==> src/rtl/hash_rs.sv <==
// Reservation station and issue scheduler for the hash functional unit.
// Holds up to DEPTH dispatched ops, captures a pending source from the CDB,
// and issues the oldest ready op into registered fu_* outputs.
module hash_rs #(
    parameter int DEPTH = 4,
    parameter int TAGW  = 4
) (
    input  logic                       clk,
    input  logic                       rst,
    input  logic                       disp_valid,
    output logic                       disp_ready,
    input  logic [7:0]                 disp_operand,
    input  logic                       disp_src_rdy,
    input  logic [7:0]                 disp_src_val,
    input  logic [TAGW-1:0]            disp_src_tag,
    input  logic [7:0]                 disp_wbs,
    input  logic [7:0]                 disp_flags,
    input  logic [3:0]                 disp_robid,
    input  logic                       cdb_valid,
    input  logic [TAGW-1:0]            cdb_id,
    input  logic [7:0]                 cdb_val,
    input  logic                       flush,
    input  logic                       fu_busy,
    output logic                       fu_transmit,
    output logic [7:0]                 fu_operand,
    output logic [15:0]                fu_depvals,
    output logic [7:0]                 fu_wbs,
    output logic [7:0]                 fu_flags,
    output logic [3:0]                 fu_robid,
    output logic [$clog2(DEPTH):0]     occupancy
);
    localparam int IW = $clog2(DEPTH);
    localparam int OW = IW + 1;

    // Entry storage; older_q[i][j] means entry i was dispatched before entry j.
    logic [DEPTH-1:0] valid_q, valid_d;
    logic [DEPTH-1:0] src_rdy_q, src_rdy_d;
    logic [TAGW-1:0]  src_tag_q [DEPTH];
    logic [TAGW-1:0]  src_tag_d [DEPTH];
    logic [7:0]       src_val_q [DEPTH];
    logic [7:0]       src_val_d [DEPTH];
    logic [7:0]       operand_q [DEPTH];
    logic [7:0]       operand_d [DEPTH];
    logic [7:0]       wbs_q [DEPTH];
    logic [7:0]       wbs_d [DEPTH];
    logic [7:0]       flags_q [DEPTH];
    logic [7:0]       flags_d [DEPTH];
    logic [3:0]       robid_q [DEPTH];
    logic [3:0]       robid_d [DEPTH];
    logic [DEPTH-1:0] older_q [DEPTH];
    logic [DEPTH-1:0] older_d [DEPTH];

    logic             fu_transmit_q, fu_transmit_d;
    logic [7:0]       fu_operand_q, fu_operand_d;
    logic [15:0]      fu_depvals_q, fu_depvals_d;
    logic [7:0]       fu_wbs_q, fu_wbs_d;
    logic [7:0]       fu_flags_q, fu_flags_d;
    logic [3:0]       fu_robid_q, fu_robid_d;

    logic [DEPTH-1:0] cand;
    logic [DEPTH-1:0] is_oldest;
    logic [IW-1:0]    sel_idx;
    logic [IW-1:0]    free_idx;
    logic [OW-1:0]    occ;
    logic             accept;
    logic             issue;
    logic             disp_cdb_hit;

    assign cand         = valid_q & src_rdy_q;
    assign disp_ready   = ~&valid_q;
    assign accept       = disp_valid & disp_ready & ~flush;
    assign issue        = ~fu_busy & ~flush & (|cand);
    assign disp_cdb_hit = ~disp_src_rdy & cdb_valid & (disp_src_tag == cdb_id);

    // An entry is the oldest candidate when no other candidate is older than it.
    for (genvar gi = 0; gi < DEPTH; gi++) begin : g_age
        logic [DEPTH-1:0] older_than_me;
        // Gather column gi of the age matrix.
        always_comb begin
            older_than_me = '0;
            for (int j = 0; j < DEPTH; j++) older_than_me[j] = older_q[j][gi];
        end
        assign is_oldest[gi] = cand[gi] & ~|(cand & older_than_me);
    end

    // Encode the issue slot, the lowest free slot and the occupancy count.
    always_comb begin
        sel_idx  = '0;
        free_idx = '0;
        occ      = '0;
        for (int i = 0; i < DEPTH; i++) begin
            if (is_oldest[i]) sel_idx = IW'(i);
            occ = occ + OW'(valid_q[i]);
        end
        for (int i = DEPTH - 1; i >= 0; i--) begin
            if (!valid_q[i]) free_idx = IW'(i);
        end
    end

    // Next state: wakeup, issue, dispatch, then flush overrides validity.
    always_comb begin
        valid_d       = valid_q;
        src_rdy_d     = src_rdy_q;
        src_tag_d     = src_tag_q;
        src_val_d     = src_val_q;
        operand_d     = operand_q;
        wbs_d         = wbs_q;
        flags_d       = flags_q;
        robid_d       = robid_q;
        older_d       = older_q;
        fu_transmit_d = 1'b0;
        fu_operand_d  = '0;
        fu_depvals_d  = '0;
        fu_wbs_d      = '0;
        fu_flags_d    = '0;
        fu_robid_d    = '0;

        for (int i = 0; i < DEPTH; i++) begin
            if (valid_q[i] && !src_rdy_q[i] && cdb_valid && (src_tag_q[i] == cdb_id)) begin
                src_rdy_d[i] = 1'b1;
                src_val_d[i] = cdb_val;
            end
        end

        if (issue) begin
            valid_d[sel_idx] = 1'b0;
            fu_transmit_d    = 1'b1;
            fu_operand_d     = operand_q[sel_idx];
            fu_depvals_d     = {8'h00, src_val_q[sel_idx]};
            fu_wbs_d         = wbs_q[sel_idx];
            fu_flags_d       = flags_q[sel_idx];
            fu_robid_d       = robid_q[sel_idx];
        end

        if (accept) begin
            valid_d[free_idx]   = 1'b1;
            src_rdy_d[free_idx] = disp_src_rdy | disp_cdb_hit;
            src_val_d[free_idx] = disp_src_rdy ? disp_src_val : cdb_val;
            src_tag_d[free_idx] = disp_src_tag;
            operand_d[free_idx] = disp_operand;
            wbs_d[free_idx]     = disp_wbs;
            flags_d[free_idx]   = disp_flags;
            robid_d[free_idx]   = disp_robid;
            // Every currently valid entry is older than the newcomer.
            older_d[free_idx]   = '0;
            for (int j = 0; j < DEPTH; j++) older_d[j][free_idx] = valid_q[j];
        end

        if (flush) valid_d = '0;
    end

    // State registers with synchronous reset.
    always_ff @(posedge clk) begin
        if (rst) begin
            valid_q       <= '0;
            src_rdy_q     <= '0;
            for (int i = 0; i < DEPTH; i++) begin
                src_tag_q[i] <= '0;
                src_val_q[i] <= '0;
                operand_q[i] <= '0;
                wbs_q[i]     <= '0;
                flags_q[i]   <= '0;
                robid_q[i]   <= '0;
                older_q[i]   <= '0;
            end
            fu_transmit_q <= 1'b0;
            fu_operand_q  <= '0;
            fu_depvals_q  <= '0;
            fu_wbs_q      <= '0;
            fu_flags_q    <= '0;
            fu_robid_q    <= '0;
        end else begin
            valid_q       <= valid_d;
            src_rdy_q     <= src_rdy_d;
            src_tag_q     <= src_tag_d;
            src_val_q     <= src_val_d;
            operand_q     <= operand_d;
            wbs_q         <= wbs_d;
            flags_q       <= flags_d;
            robid_q       <= robid_d;
            older_q       <= older_d;
            fu_transmit_q <= fu_transmit_d;
            fu_operand_q  <= fu_operand_d;
            fu_depvals_q  <= fu_depvals_d;
            fu_wbs_q      <= fu_wbs_d;
            fu_flags_q    <= fu_flags_d;
            fu_robid_q    <= fu_robid_d;
        end
    end

    assign fu_transmit = fu_transmit_q;
    assign fu_operand  = fu_operand_q;
    assign fu_depvals  = fu_depvals_q;
    assign fu_wbs      = fu_wbs_q;
    assign fu_flags    = fu_flags_q;
    assign fu_robid    = fu_robid_q;
    assign occupancy   = occ;

endmodule

==> config.mk <==
export PLATFORM = sky130hd
export DESIGN_NAME = hash_rs
export DESIGN_NICKNAME = d
export VERILOG_FILES = /design/src/rtl/hash_rs.sv
export SDC_FILE = /design/constraint.sdc
export NUM_CORES = 1
export LEC_CHECK = 0
export CAP_MARGIN = 0
export CORE_MARGIN = 1
export CORE_UTILIZATION = 40
export CTS_CLUSTER_DIAMETER = 100
export DETAILED_ROUTE_END_ITERATION = 16
export SYNTH_ARGS = -nofsm -noshare
export SYNTH_HDL_FRONTEND = slang
export SYNTH_SLANG_ARGS = --single-unit
==> constraint.sdc <==
create_clock -name clk -period 3.9 [get_ports clk]
set_clock_uncertainty 0.15 [all_clocks]
set_input_delay 0.585 -clock clk [delete_from_list [all_inputs] [get_ports clk]]
set_output_delay 0.585 -clock clk [all_outputs]
set_load 0.1 [all_outputs]
# Word-level counts from Yosys, hierarchy flattened
# Index checks and enable logic that the tools add are counted.
# totals
regBits,229
input_bits,59
elab_cells,162
out_inout_bits,49
# op_classes
n_lt_le_gt_ge,7
n_eq_ne,5
add_sub_neg,3
mux,55
bitwise,25
n_reduce_logical,30
# op_table
cell,n
bitwise mux 32 bit,4
two-way mux 8 bit,14
binary-select mux 8 bit (select 2 bit),4
bitwise mux 16 bit,2
two-way mux 32 bit,1
two-way mux 4 bit,6
AND 4 bit,5
bitwise mux 4 bit,5
== test 4 bit,5
AND 16 bit,1
demux 8 bit (select 2 bit),1
NOT 16 bit,1
OR reduction 4 bit,4
logical AND 1 bit,15
two-way mux 2 bit,6
AND 1 bit,9
binary-select mux 4 bit (select 2 bit),1
demux 4 bit (select 2 bit),1
zero test 1 bit,8
two-way mux 1 bit,8
">= comparator 3 bit, second input constant",2
"less-than comparator 2 x 3 -> 1 bit, second input constant",2
NOT 2 -> 3 bit,2
demux 1 bit (select 2 bit),2
other kinds (11),16

# Depth between registers and ports, before layout
# depth
depth_word,17
ltp_mapped,9
mapped_depth_nobuf,6

# Least setup slack after synthesis
# OpenSTA, ideal clock, no wires.
# synth_timing
path_kind,reg2out
from,register valid_q[0]
to,output port occupancy[1]
n_path_buf,1
t_arrival_ns,2.127
setup_slack_ns,1.038
required_ns,3.165
stages_incl_launch_ff,7
cell_sequence,dfxtp_1 -> buf_4 -> inv_1 -> fa_1 -> inv_1 -> ha_1 -> ha_1
# synth_via
elab_chain_len,3
# synth_rtl
item,line,rtl
from (decl),36,"logic [DEPTH-1:0] valid_q, valid_d;"
from (signal assigned),173,valid_q <= valid_d;
adder 1 x 1 -> 2 bit,93,occ = occ + OW'(valid_q[i]);
adder 2 x 1 -> 3 bit,93,
adder 3 x 1 -> 3 bit,93,
to (decl),30,output logic [$clog2(DEPTH):0] occupancy
# Every way passes these cells.

# Worst setup path after layout
# layout_timing
from,register valid_q[1]
to,output port occupancy[1]
# The elaborated chain is that of the path after synthesis.

==> impl_metrics.csv <==
group,metric,value,unit
global_route,antenna_found_initial,1,
synthesis,synthDistinctLibCells,59,
critical_path,worstPathRequired,3160,ps
final_layout,drive_gt1_share,10.4,%
floorplan,die_w,160,um
global_route,grt_pass1_vias,8387,
final_layout,nets,1302,
global_route,grt_pass1_wl,44800,um
critical_path,crit_path_start_kind,"flop",
floorplan,die-area,25600,um2
place,dpl.hpwl,16800,um
final_layout,syn_to_final_growth,17.6,%
timing,maxSlewHeadroom,14.0,%
timing,clock.fmax,287,MHz
synthesis,ys.flop_type,"dfxtp_1",
timing,hold_viol,0,
min_path,holdPathStages,3,
place,port_buffers,99,
timing,rsz0062_at_grt,"false",
synthesis,synth-seq-area-share,43.4,%
timing,worst_pin_slew,1290,ps
synthesis,synth_area,10000,um2
critical_path,critical_path.max_fanout,12,
power_and_ir_drop,p_leak,3.98,nW
synthesis,ys_async_sr_fraction,0,%
critical_path,crit_type,"reg -> out",
clock_tree,cts_resized,0,
global_route,met1_usage,29.0,%
min_path,min_to,"fu_transmit$_SDFF_PP0_",
route,wire_per_inst,17.5,um
critical_path,ff2ff_setup_slack,1200,ps
clock_tree,clk_pin_slew,60,ps
route,dr.pass1.iters,5,
clock_tree,clk_path_buf_depth,3,
place,gp_congestion,0.785,
route,ant_nets,0,
place,placed_cell_area,11000,um2
route,drc,0,
power_and_ir_drop,peakVddDrop,0.258,mV
timing,setup_violations,0,
clock_tree,worstSkewPairLatency,530,ps
global_route,use_met2,36.1,%
floorplan,core,24400,um2
min_path,holdCritStartpoint,"rst",
final_layout,final_cell_mix,"261 x nand2_1, 217 x dfxtp_1, 132 x a21oi_1",
power_and_ir_drop,p_per_area,410,nW/um2
timing,setup_slack,419,ps
clock_tree,htree_levels,1,
power_and_ir_drop,power.total,4.82,mW
clock_tree,post_cts_buffers,0,
timing,fin_setup_tns,0,ps
critical_path,critPathArrivalTime,2750,ps
clock_tree,cts_hold_buf,0,
timing,slew_viol_final,0,
floorplan,io_pins,108,
floorplan,rows,57,
clock_tree,cts-root-buf,"clkbuf_16",
clock_tree,clock-sinks,217,
global_route,track_usage,21.6,%
route,routed_wl,27700,um
place,dp_slack,930,ps
synthesis,syn_inst,1196,
timing,finalCriticalPeriod,3480,ps
global_route,grt_start_max_net_pins,178,
floorplan,start_util,41.0,%
synthesis,yosysWarnings,0,
global_route,grt_most_used_layer,"met2",
synthesis,avgSynthCellArea,8.36,um2
flow_run,drv_cap,0,
critical_path,critPathCaptureType,"output pin",
critical_path,reg2reg_depth,6,
route,viasPerCell,5.38,
route,drt-initial-drc-count,532,
clock_tree,numCtsBuffers,25,
status,status,"finished clean",
final_layout,final_common_cell,"nand2_1",
min_path,hp-class,"in -> reg",
global_route,grt_overflow,0,
floorplan,die_h,160,um
timing,fin_crit_sh,89.3,%
final_layout,stdcell_area,11800,um2
synthesis,synth_enable_flop_cells,0,
route,via_count,8491,
clock_tree,cts_tree,"done",
synthesis,synth-seq-cells,217,
critical_path,r2r_end,"src_val_q[26]$_SDFF_PP0_",
critical_path,worstReg2RegStart,"valid_q[2]$_SDFF_PP0_",
global_route,grt_util_met3,3.17,%
-- final cells by class --
class | count | area [um2]
timing repair buffer | 123 | 1200
clock inverter | 9 | 73.8
tap | 324 | 405
fill | 2411 | 12600
clock buffer | 33 | 696
inverter | 78 | 293
sequential | 217 | 4340
antenna | 1 | 2.50
multi-input combinational | 794 | 4750
-- registers in the layout, indices dropped and copies added (netlist names), named ones only --
name                 count
src_tag_q               16
robid_q                 16
wbs_q                   32
fu_depvals               8
src_val_q               32
src_rdy_q                4
fu_robid                 4
g_age.older_than_me      9
fu_flags                 8
valid_q                  4
operand_q               32
fu_transmit              1
fu_wbs                   8
fu_operand               8
flags_q                 32
-- routing by layer --
| metal | wire length, um | share of wire [%] | vias up |
|---|---|---|---|
| met2 | 12800 | 46 | 224 |
| met1 | 12800 | 46 | 4015 |
| met3 | 1630 | 5.9 | 32 |
| met5 | 0 | 0 | - |
| met4 | 420 | 1.5 | 0 |
| li1 | - | - | 4220 |
-- logic make-up (layout without fill, tap and decap cells) --
logic type / count (synthesis) / in the layout / share of synthesized area (%)
and+or+nand+nor: 427 / 427 / 19.1
AOI/OAI and AO/OA: 327 / 327 / 24.9
DFF: 217 / 217 / 43.4
buffers and inverters: 192 / 243 / 9.41
xor gates and xnor gates: 20 / 20 / 1.75
muxes: 8 / 8 / 0.801
adders and majority gates: 4 / 4 / 0.576
other: 1 / 9 / 0.0375
-- worst max-delay path, stage by stage, from the launching register on --
cell	delay (ps)
dfxtp_1	610
inv_1	240
fa_1	560
inv_1	70
ha_1	180
ha_1	270
buf_4	280
-- cells in the mapped netlist, drive strengths merged (4+ instances only) --
| cell | number | share of area [%] |
|---|---|---|
| a211oi | 68 | 6.2 |
| a21o | 32 | 2.4 |
| a21oi | 132 | 6.6 |
| a221oi | 4 | 0.48 |
| a31oi | 4 | 0.40 |
| a41oi | 37 | 3.2 |
| buf | 66 | 4.7 |
| clkbuf | 48 | 1.8 |
| dfxtp | 217 | 43 |
| inv | 78 | 2.9 |
| mux2i | 8 | 0.80 |
| nand2 | 262 | 9.9 |
| nand3 | 14 | 0.70 |
| nand4b | 4 | 0.60 |
| nor2 | 80 | 3.0 |
| nor3 | 9 | 0.73 |
| nor4 | 32 | 2.0 |
| o21ai | 6 | 0.30 |
| o32ai | 36 | 4.6 |
| or2 | 4 | 0.25 |
| xnor2 | 17 | 1.5 |
-- metrics by stage --
stage                     utilization, %  hold WS (ps)  std cells
after floorplan                        -           282       1203
after global placement              45.1           291       1536
after detailed placement            45.1           296       1536
after CTS                           48.2           231       1578
after global routing                48.2           233       1579
final                               48.2           248       1579
-- how the worst max path moves through the flow --
stage | startpoint | end | slack (ps) | depth (start not counted)
final | valid_q[1]$_SDFF_PP0_ | occupancy[1] | 420 | 6
after detailed placement | flush | fu_operand[7]$_SDFF_PP0_ | 930 | 6
after floorplan | valid_q[0]$_SDFF_PP0_ | occupancy[1] | 1040 | 6
after global placement | flush | fu_depvals[1]$_SDFF_PP0_ | 980 | 6
after CTS | valid_q[1]$_SDFF_PP0_ | occupancy[1] | 430 | 6
after global routing | valid_q[1]$_SDFF_PP0_ | occupancy[1] | 330 | 6
-- power breakdown --
part / internal (mW) / switching [mW] / leakage [nW] / total, mW
combinational: 0.130 / 0.207 / 1.84 / 0.337
clock: 1.31 / 0.909 / 0.388 / 2.22
sequential: 2.25 / 0.0172 / 1.75 / 2.26
total: 3.68 / 1.13 / 3.98 / 4.82
Note: power is estimated with default switching activity, not from simulation.
==> RTL edit (same flow settings) <==
Change the parameter `TAGW` from 4 to 5.
--- a/src/rtl/hash_rs.sv
+++ b/src/rtl/hash_rs.sv
@@ -3,7 +3,7 @@
 // and issues the oldest ready op into registered fu_* outputs.
 module hash_rs #(
     parameter int DEPTH = 4,
-    parameter int TAGW  = 4
+    parameter int TAGW  = 5
 ) (
     input  logic                       clk,
     input  logic                       rst,
Ports: changed (resized cdb_id and disp_src_tag); port bits go from 108 to 110. No check against the original RTL was run, so the function may have changed too.
==> RTL edit against the unedited design <==
Routed wire length is 11% higher; power is 1.1% higher; register-to-register slack worse by 0.23 ns; sequential cell count is 4 higher; design area is 4.1% higher; highest routed layer unchanged; area after synthesis is 5.8% higher; synthesized cell count is 4.6% higher; non-clock buffer count is 9 higher; setup slack better by 0.063 ns.
==> RTL edit: results (changes against the unedited design) <==
[synthesis]
yosysUniqueCellTypes=64  ; +8.5%
ys_seq_area_share_pct=41.8  ; -1.6 points
synth_area_leaders=dfxtp_1 42%, nand2_1 7.3%, a21oi_1 6.7%
ys_warn_count=0  ; unchanged
synth_common_cells=221 x dfxtp_1, 205 x nand2_1, 141 x a21oi_1
synth-edff-count=0  ; unchanged
synth_top_cell_area_share_pct=41.8  ; -1.6 points
synthArstFlopShare_pct=0  ; unchanged

[power_and_ir_drop]
ir_drop_uv=287  ; +12%
power_leakage_nw=3.92  ; -1.6%

[clock_tree]
cts_setup_buffers=0  ; unchanged
cts_root_buf=clkbuf_16
htree_levels=1  ; unchanged
cts.repair.resized=0  ; unchanged
insertion_delay_ns=0.52
path_clk_slew_ns=0.06  ; about the same
cts_buffers=25  ; unchanged
cts_buffer_depth=3  ; unchanged

[global_route]
grt_pass1_wl_um=49000  ; +9.4%
antenna_found_initial=0  ; -1
grt_pass1_vias=9059  ; +8.0%
grt_start_max_net_pins=97  ; -46%
grtUsageTotal_pct=22.7  ; +1.1 points

[outcome]
status=complete, no violations

[cells_and_area]
drive_above_1_share_pct=11.0  ; +0.59 points
nets=1348  ; +3.5%
fill_cells=2599  ; +7.8%
antenna_cells=0  ; -1

[place]
port_buffers=101  ; +2.0%
gp_congestion=0.842  ; +7.2%
place_ws_ns=0.619  ; -0.311 ns
dpl.hpwl_um=19000  ; +13%

[worst_setup_path]
cp_slowest_cell=dfxtp_1
cp_top_family=adder cells
critPathMaxStageDelay_ns=0.72  ; +0.11 ns
worst-path-max-fanout=15  ; +3
critPathArrivalTime_ns=2.68  ; -0.07 ns

[routing]
viasPerCell=5.66  ; +5.2%
drt_first_iter_violations=810  ; +52%
dr.pass1.iters=7  ; +2
drt_wl_total_um=30700  ; +11%

[hold_path]
worst_hold_path_type=flip-flop to flip-flop

[timing]
max-slew-margin-rel_pct=28.0  ; +14 points

RTL edit: area by class of cell:
cell class / instances / area, µm² / share of cell area (%)
Timing Repair Buffer: 132 / 1240 / 10.2
Multi-Input combinational cell: 824 / 5110 / 41.7
Tap cell: 335 / 419 / 3.42
Clock buffer: 38 / 744 / 6.08
Inverter: 79 / 297 / 2.42
Clock inverter: 2 / 13.8 / 0.112
Sequential cell: 221 / 4420 / 36.1
RTL edit: cells by family after synthesis:
| group | after synthesis | share of synthesized area, % |
|---|---|---|
| xor gates and xnor gates | 25 | 2.14 |
| buffers and inverters | 213 | 10.3 |
| and+or+nand+nor | 406 | 18.1 |
| AOI/OAI and AO/OA | 372 | 26.1 |
| muxes | 9 | 0.947 |
| other | 1 | 0.0355 |
| DFF | 221 | 41.8 |
| adders and majority gates | 4 | 0.544 |
RTL edit: routing by layer:
layer	global-route usage, %	wire length (µm)	vias up
li1	-	-	4513
met1	31.1	14300	4381
met2	36.8	14000	277
met3	2.89	1610	60
met4	7.59	769	0
met5	0	0	-
RTL edit: final timing paths:
path | depth (start not counted) | from | slack [ns] | to
worst max-delay path | 6 | valid_q[3] | 0.48 | occupancy[1]
worst min-delay path | 2 | flags_q[5] | 0.30 | flags_q[5]
worst max register to register | 5 | valid_q[2] | 0.97 | wbs_q[18]
worst min register to register | 2 | flags_q[5] | 0.30 | flags_q[5]
RTL edit: report_power, final:
group | switching (mW) | leakage, nW | internal (mW)
Clock | 0.912 | 0.374 | 1.30
Combinational | 0.226 | 1.76 | 0.131
Sequential | 0.0154 | 1.79 | 2.29
RTL edit: metrics by stage:
stage	area [µm²]	std cells	total power, mW
after detailed placement	11500	1591	2.71
after global placement	11500	1591	2.70
after global routing	12200	1631	5.03
final	12200	1631	4.87
after floorplan	10600	1258	2.58
after CTS	12200	1631	4.91
